**config.mk**
```make
export PLATFORM = sky130hd
export DESIGN_NAME = pipe_sub2_slice
export DESIGN_NICKNAME = d
export VERILOG_FILES = /design/src/rtl/pipe_sub2_slice.sv
export SDC_FILE = /design/constraint.sdc
export NUM_CORES = 2
export LEC_CHECK = 0
export ABC_AREA = 1
export BUFFER_PORTS_ARGS = -buffer_cell sky130_fd_sc_hd__buf_2
export CORE_MARGIN = 2
export CORE_UTILIZATION = 55
export CTS_BUF_LIST = sky130_fd_sc_hd__clkbuf_16
export DETAILED_ROUTE_END_ITERATION = 8
export PLACE_DENSITY = 0.72
export SETUP_SLACK_MARGIN = 0.2
export SLEW_MARGIN = 40
export SYNTH_ARGS = -nofsm -noshare
export SYNTH_HDL_FRONTEND = slang
export SYNTH_SLANG_ARGS = --single-unit
export TNS_END_PERCENT = 50
```
**constraint.sdc**
```tcl
create_clock -name clk -period 4.1 [get_ports clk]
set_input_delay 0.615 -clock clk [delete_from_list [all_inputs] [get_ports clk]]
set_output_delay 0.615 -clock clk [all_outputs]
set_load 0.01 [all_outputs]
```
**src/rtl/pipe_sub2_slice.sv**
```systemverilog
// pipe_sub2_slice: pipelined a - b - borrow_in, two bits per stage, borrow ripples stage to stage.
module pipe_sub2_slice #(
   parameter int WIDTH = 32
) (
   input  logic             clk,
   input  logic             rst,
   input  logic             in_valid,
   output logic             in_ready,
   input  logic [WIDTH-1:0] a,
   input  logic [WIDTH-1:0] b,
   input  logic             borrow_in,
   output logic             out_valid,
   input  logic             out_ready,
   output logic [WIDTH-1:0] diff,
   output logic             borrow_out,
   output logic             overflow,
   output logic             zero
);
   localparam int STAGES = WIDTH / 2;

   // x holds unconsumed minuend bits low and resolved diff bits high; after the last stage it is the full diff
   logic [STAGES-1:0] v_q, v_d, bw_q, bw_d, sa_q, sa_d, sb_q, sb_d;
   logic [STAGES-1:0] sv, sbw, ssa, ssb;
   logic [WIDTH-1:0]  x_q [STAGES];
   logic [WIDTH-1:0]  x_d [STAGES];
   logic [WIDTH-1:0]  y_q [STAGES-1];
   logic [WIDTH-1:0]  y_d [STAGES-1];
   logic [WIDTH-1:0]  sx  [STAGES];
   logic [WIDTH-1:0]  sy  [STAGES];
   logic              adv;
   logic [2:0]        r;

   function automatic logic [2:0] sub2(input logic [1:0] x, input logic [1:0] y, input logic bw);
      logic [2:0] o;
      o[2] = bw;
      for (int i = 0; i < 2; i++) begin
         o[i] = x[i] ^ y[i] ^ o[2];
         o[2] = (~x[i] & y[i]) | (~(x[i] ^ y[i]) & o[2]);
      end
      return o;
   endfunction

   always_comb begin
      adv = out_ready || !v_q[STAGES-1];
      r = '0;
      sv  = {v_q[STAGES-2:0], in_valid};
      sbw = {bw_q[STAGES-2:0], borrow_in};
      ssa = {sa_q[STAGES-2:0], a[WIDTH-1]};
      ssb = {sb_q[STAGES-2:0], b[WIDTH-1]};
      sx[0] = a;
      sy[0] = b;
      for (int k = 1; k < STAGES; k++) begin
         sx[k] = x_q[k-1];
         sy[k] = y_q[k-1];
      end
      v_d  = adv ? sv : v_q;
      sa_d = adv ? ssa : sa_q;
      sb_d = adv ? ssb : sb_q;
      bw_d = bw_q;
      for (int k = 0; k < STAGES; k++) begin
         r = sub2(sx[k][1:0], sy[k][1:0], sbw[k]);
         x_d[k] = adv ? {r[1:0], sx[k][WIDTH-1:2]} : x_q[k];
         bw_d[k] = adv ? r[2] : bw_q[k];
      end
      for (int k = 0; k < STAGES - 1; k++)
         y_d[k] = adv ? {2'b00, sy[k][WIDTH-1:2]} : y_q[k];
   end

   always_ff @(posedge clk) begin
      if (rst) begin
         v_q  <= '0;
         bw_q <= '0;
         sa_q <= '0;
         sb_q <= '0;
         x_q  <= '{default: '0};
         y_q  <= '{default: '0};
      end else begin
         v_q  <= v_d;
         bw_q <= bw_d;
         sa_q <= sa_d;
         sb_q <= sb_d;
         x_q  <= x_d;
         y_q  <= y_d;
      end
   end

   assign in_ready   = adv;
   assign out_valid  = v_q[STAGES-1];
   assign diff       = x_q[STAGES-1];
   assign borrow_out = bw_q[STAGES-1];
   assign zero       = v_q[STAGES-1] && (x_q[STAGES-1] == '0);
   assign overflow   = (sa_q[STAGES-1] != sb_q[STAGES-1]) && (x_q[STAGES-1][WIDTH-1] != sa_q[STAGES-1]);
endmodule

```
Word-level counts from Yosys, hierarchy flattened
Index checks and enable logic that the tools add are counted.
{"block": "totals", "regBits": 816, "latchBits": 0, "ramBits": 0, "rom_bits": 0, "input_bits": 69, "output_inout_bits": 37, "wordCells": 266, "mem_count": 0}
{"block": "classes", "add_sub_neg": 0, "n_mul": 0, "div": 0, "order_cmp": 0, "n_eq_ne": 2, "n_shift": 0, "n_mux": 0, "bitwise": 224, "reduce_logical": 5}
{"cell": "bitwise AND 1 bit", "n": 64}
{"cell": "NOT 1 bit", "n": 64}
{"cell": "XOR 1 bit", "n": 64}
{"cell": "zero test 32 bit", "n": 1}
{"cell": "OR 1 bit", "n": 32}
{"cell": "logical AND 1 bit", "n": 2}
{"cell": "!= test 1 bit", "n": 2}
{"cell": "zero test 1 bit", "n": 1}
{"cell": "logical OR 1 bit", "n": 1}

Longest topological paths before layout
{"block": "depth", "depth_word": 6, "mapped_depth": 8, "depth_no_buf": 6}

Worst setup path before layout
Ideal clock, no wire load.
{"block": "synth_path", "path_kind": "input to output", "start": "input out_ready", "end": "output in_ready", "arrival_time_ps": 1272, "required_ps": 3485, "setup_slack_ps": 2213, "cell_stages": 5, "n_path_buf": 3, "cell_sequence": "nor2_4 -> inv_2 -> buf_4 -> buf_6 -> buf_4"}
{"block": "synth_via", "elab_chain_len": 1}
{"item": "from (decl)", "line": "13", "rtl": "input logic out_ready,"}
{"item": "logical OR 1 bit", "line": "44", "rtl": "adv = out_ready || !v_q[STAGES-1];"}
{"item": "to (decl)", "line": "8", "rtl": "output logic in_ready,"}
Every way passes these cells.

Worst setup path in the final report
{"block": "layout_path", "start": "register v_q[15]", "end": "output in_ready"}
{"block": "layout_via", "elab_chain_len": 2}
{"item": "from (decl)", "line": "22", "rtl": "logic [STAGES-1:0] v_q, v_d, bw_q, bw_d, sa_q, sa_d, sb_q, sb_d;"}
{"item": "from (signal assigned)", "line": "78", "rtl": "v_q <= v_d;"}
{"item": "zero test 1 bit", "line": "44"}
{"item": "logical OR 1 bit", "line": "44"}
Every way passes these cells.

==> results.toml <==
[outcome]
status = "completed"

[yosys]
postSynthCellCount = 3462
syn_area_um2 = 27600
synth_fa_ha_area_frac = 0.0232
ys_seq_area_frac = 0.569
synth_compound_area_frac = 0.153
synthXorXnorAreaFrac = 0
yosysUniqueCellTypes = 19
synth.area.top_cells = "dfxtp_1 (57%), nand2_1 (20%), a21oi_1 (14%)"
ys_ff_latch = 786
ys_warn_count = 0
syn_area_per_cell_um2 = 7.98
synth_top_family_by_area = "simple AND/OR/NAND/NOR gates"
synthSimpleGateAreaFrac = 0.206
synth_top_area_cell = "dfxtp_1"
syn_nets = 3563
synth_top_area_frac = 0.569
synthMuxAreaShare = 0

[cells_and_area]
multiInputGateArea_um2 = 10600
seqCellArea_um2 = 15700
n_fill_cell = 4459
fin_nets = 3520
drive_gt1_frac = 0.0692
antennaDiodeCount = 0
fin_cells = 4142
area_growth_pct = 11.0

[floorplan]
core_area_um2 = 49900
die-area_um2 = 52100
die_w_um = 228
initial_core_util = 0.554
core.rowCount = 82
boundaryPins = 106
fp.dieH_um = 228

[detailed_routing]
drc = 0
ant_nets = 0
wl_per_cell_um = 12.6
drt_wl_total_um = 52200
drt_iter0_markers = 1492
drt_pass1_iterations = 5
vias_per_cell = 5.12
route.vias.total = 21200

[critical_path]
critPathKind = "reg2out"
cp-start-kind = "flop"
cp_max_fo = 126
cp-end-kind = "output port"
crit_required_ns = 3.48
cp.arrival_ns = 1.95

[sta]
final_hold_viol_count = 0
setup_viol = 0
rsz0062_at_grt = "false"
relSlewSlack = 0.448
worstMarginPinSlew_ns = 0.828
fin_setup_tns_ns = 0
maxSlewViolCount = 0
setup_ws_ns = 1.53
fin_crit_sh = 0.626
fin_skew_ns = 0.0143
fmax_mhz = 389
fin_crit_ns = 2.57

[clocking]
clk_pin_slew_ns = 0.06
clock-sinks = 786
post_cts_buffers = 0
cts_tree = "built"
cts_root_buf = "clkbuf_16"
holdBufCountCts = 0
cts_buffer_depth = 3
cts_resized = 0
clock_latency_ns = 0.60
htree_levels = 3
cts_made_buffers = 77

[place]
place_ws_ns = 1.53
place.gp.congestion = 0.768
dpl.cell_count = 4011
hpwlAfterDp_um = 30000
io_buffers = 105

[global_routing]
grt_pass1_wl_um = 89900
gr-total-overflow = 0
antenna_found_initial = 0
grt_max_degree = 216
track_usage = 0.198
grt_pass1_vias = 20000

[pwr]
p_leak_nw = 10.6
internal_power_mw = 11.6
p_sw_mw = 3.06
switching_share = 0.208
p_seq_frac = 0.532
powerDensity_nw_per_um2 = 479
p_total_mw = 14.7
ir_worst_vdd_v = 0.000314
p_comb_frac = 0.024
clockPowerShare = 0.443

[flow_run]
maxCapViolCount = 0

[min_path]
min_path_type = "in2reg"
-- per-stage QoR --
stage                     utilization  hold WS (ns)  area (um2)
after detailed placement        0.568         0.450       28300
after global placement          0.567         0.446       28300
after global routing            0.615         0.242       30700
after floorplan                     -         0.436       27600
final                           0.615         0.250       30700
after CTS                       0.615         0.218       30700
-- area by class of cell --
| class | instances | area share |
|---|---|---|
| Inverter | 54 | 0.00685 |
| Sequential cell | 786 | 0.513 |
| Clock buffer | 81 | 0.0661 |
| Timing Repair Buffer | 138 | 0.0324 |
| Tap cell | 672 | 0.0274 |
| Clock inverter | 49 | 0.0101 |
| Multi-Input combinational cell | 2362 | 0.344 |
-- registers in the layout (all words and copies together) (netlist names) --
| register | cells |
|---|---|
| bw_q | 16 |
| diff | 32 |
| sa_q | 11 |
| sb_q | 16 |
| sx | 470 |
| sy | 225 |
| v_q | 16 |
-- path summary, 6_finish.rpt --
check | start | cells after the start | endpoint | slack (ns)
setup / recovery | v_q[15]$_SDFFE_PP0P_ | 4 | in_ready | 1.53
hold / removal | a[23] | 3 | sx[469]$_SDFFE_PP0P_ | 0.25
setup reg to reg | v_q[15]$_SDFFE_PP0P_ | 6 | sy[337]$_SDFFE_PP0P_ | 1.73
hold reg to reg | sx[175]$_SDFFE_PP0P_ | 2 | sx[141]$_SDFFE_PP0P_ | 0.44
-- Yosys cell counts --
| master | number |
|---|---|
| clkbuf_1 | 128 |
| buf_2 | 111 |
| inv_1 | 52 |
| nor2_4 | 1 |
| or2_2 | 1 |
| o21bai_1 | 26 |
| nand3_1 | 2 |
| fa_1 | 32 |
| dfxtp_1 | 786 |
| a21oi_1 | 753 |
| nor3_1 | 1 |
| inv_2 | 2 |
| buf_4 | 3 |
| buf_6 | 1 |
| nand2_1 | 1459 |
| buf_1 | 17 |
| nor2_1 | 52 |
| a211oi_1 | 33 |
| o21ai_0 | 2 |
-- power groups by stage --
stage,sequential (mW),combinational [mW],clock [mW]
2_1_floorplan,7.97,0.245,0
3_3_place_gp,7.99,0.345,0
3_5_place_dp,7.99,0.357,0
4_1_cts,7.82,0.359,6.69
5_1_grt,7.83,0.405,7.01
6_report,7.82,0.355,6.52
-- worst max-delay path, cell delays in order (launching register included) --
cell     delay [ns]
dfxtp_1        0.46
inv_2          0.07
nor2_4         0.28
inv_8          0.27
buf_2          0.26
-- metal layers --
layer  GRT usage  routed length [um]  part of all wire  up-vias
met4      0.0615                 986             0.019        0
met1       0.250               24400              0.47     9826
li1            -                   -                 -    11000
met5           0                   0                 0        -
met2       0.348               25000              0.48      288
met3      0.0325                1810             0.035       66
-- cell families after synthesis --
family | Yosys count
simple gates | 1516
compound gates | 814
flops | 786
buf+inv | 314
fa+ha+maj | 32
-- cells in the final DEF, fill, tap and decap left out, drive strengths merged --
master  synthesis  routed
a211oi         33      33
a21oi         753     753
buf           132     138
bufinv          0       3
clkbuf        128      81
clkinv          0      24
dfxtp         786     786
fa             32      32
inv            54      76
nand2        1459    1459
nand3           2       2
nor2           53      53
nor3            1       1
o21ai           2       2
o21bai         26      26
or2             1       1
Note: power is estimated with default switching activity, not from simulation.
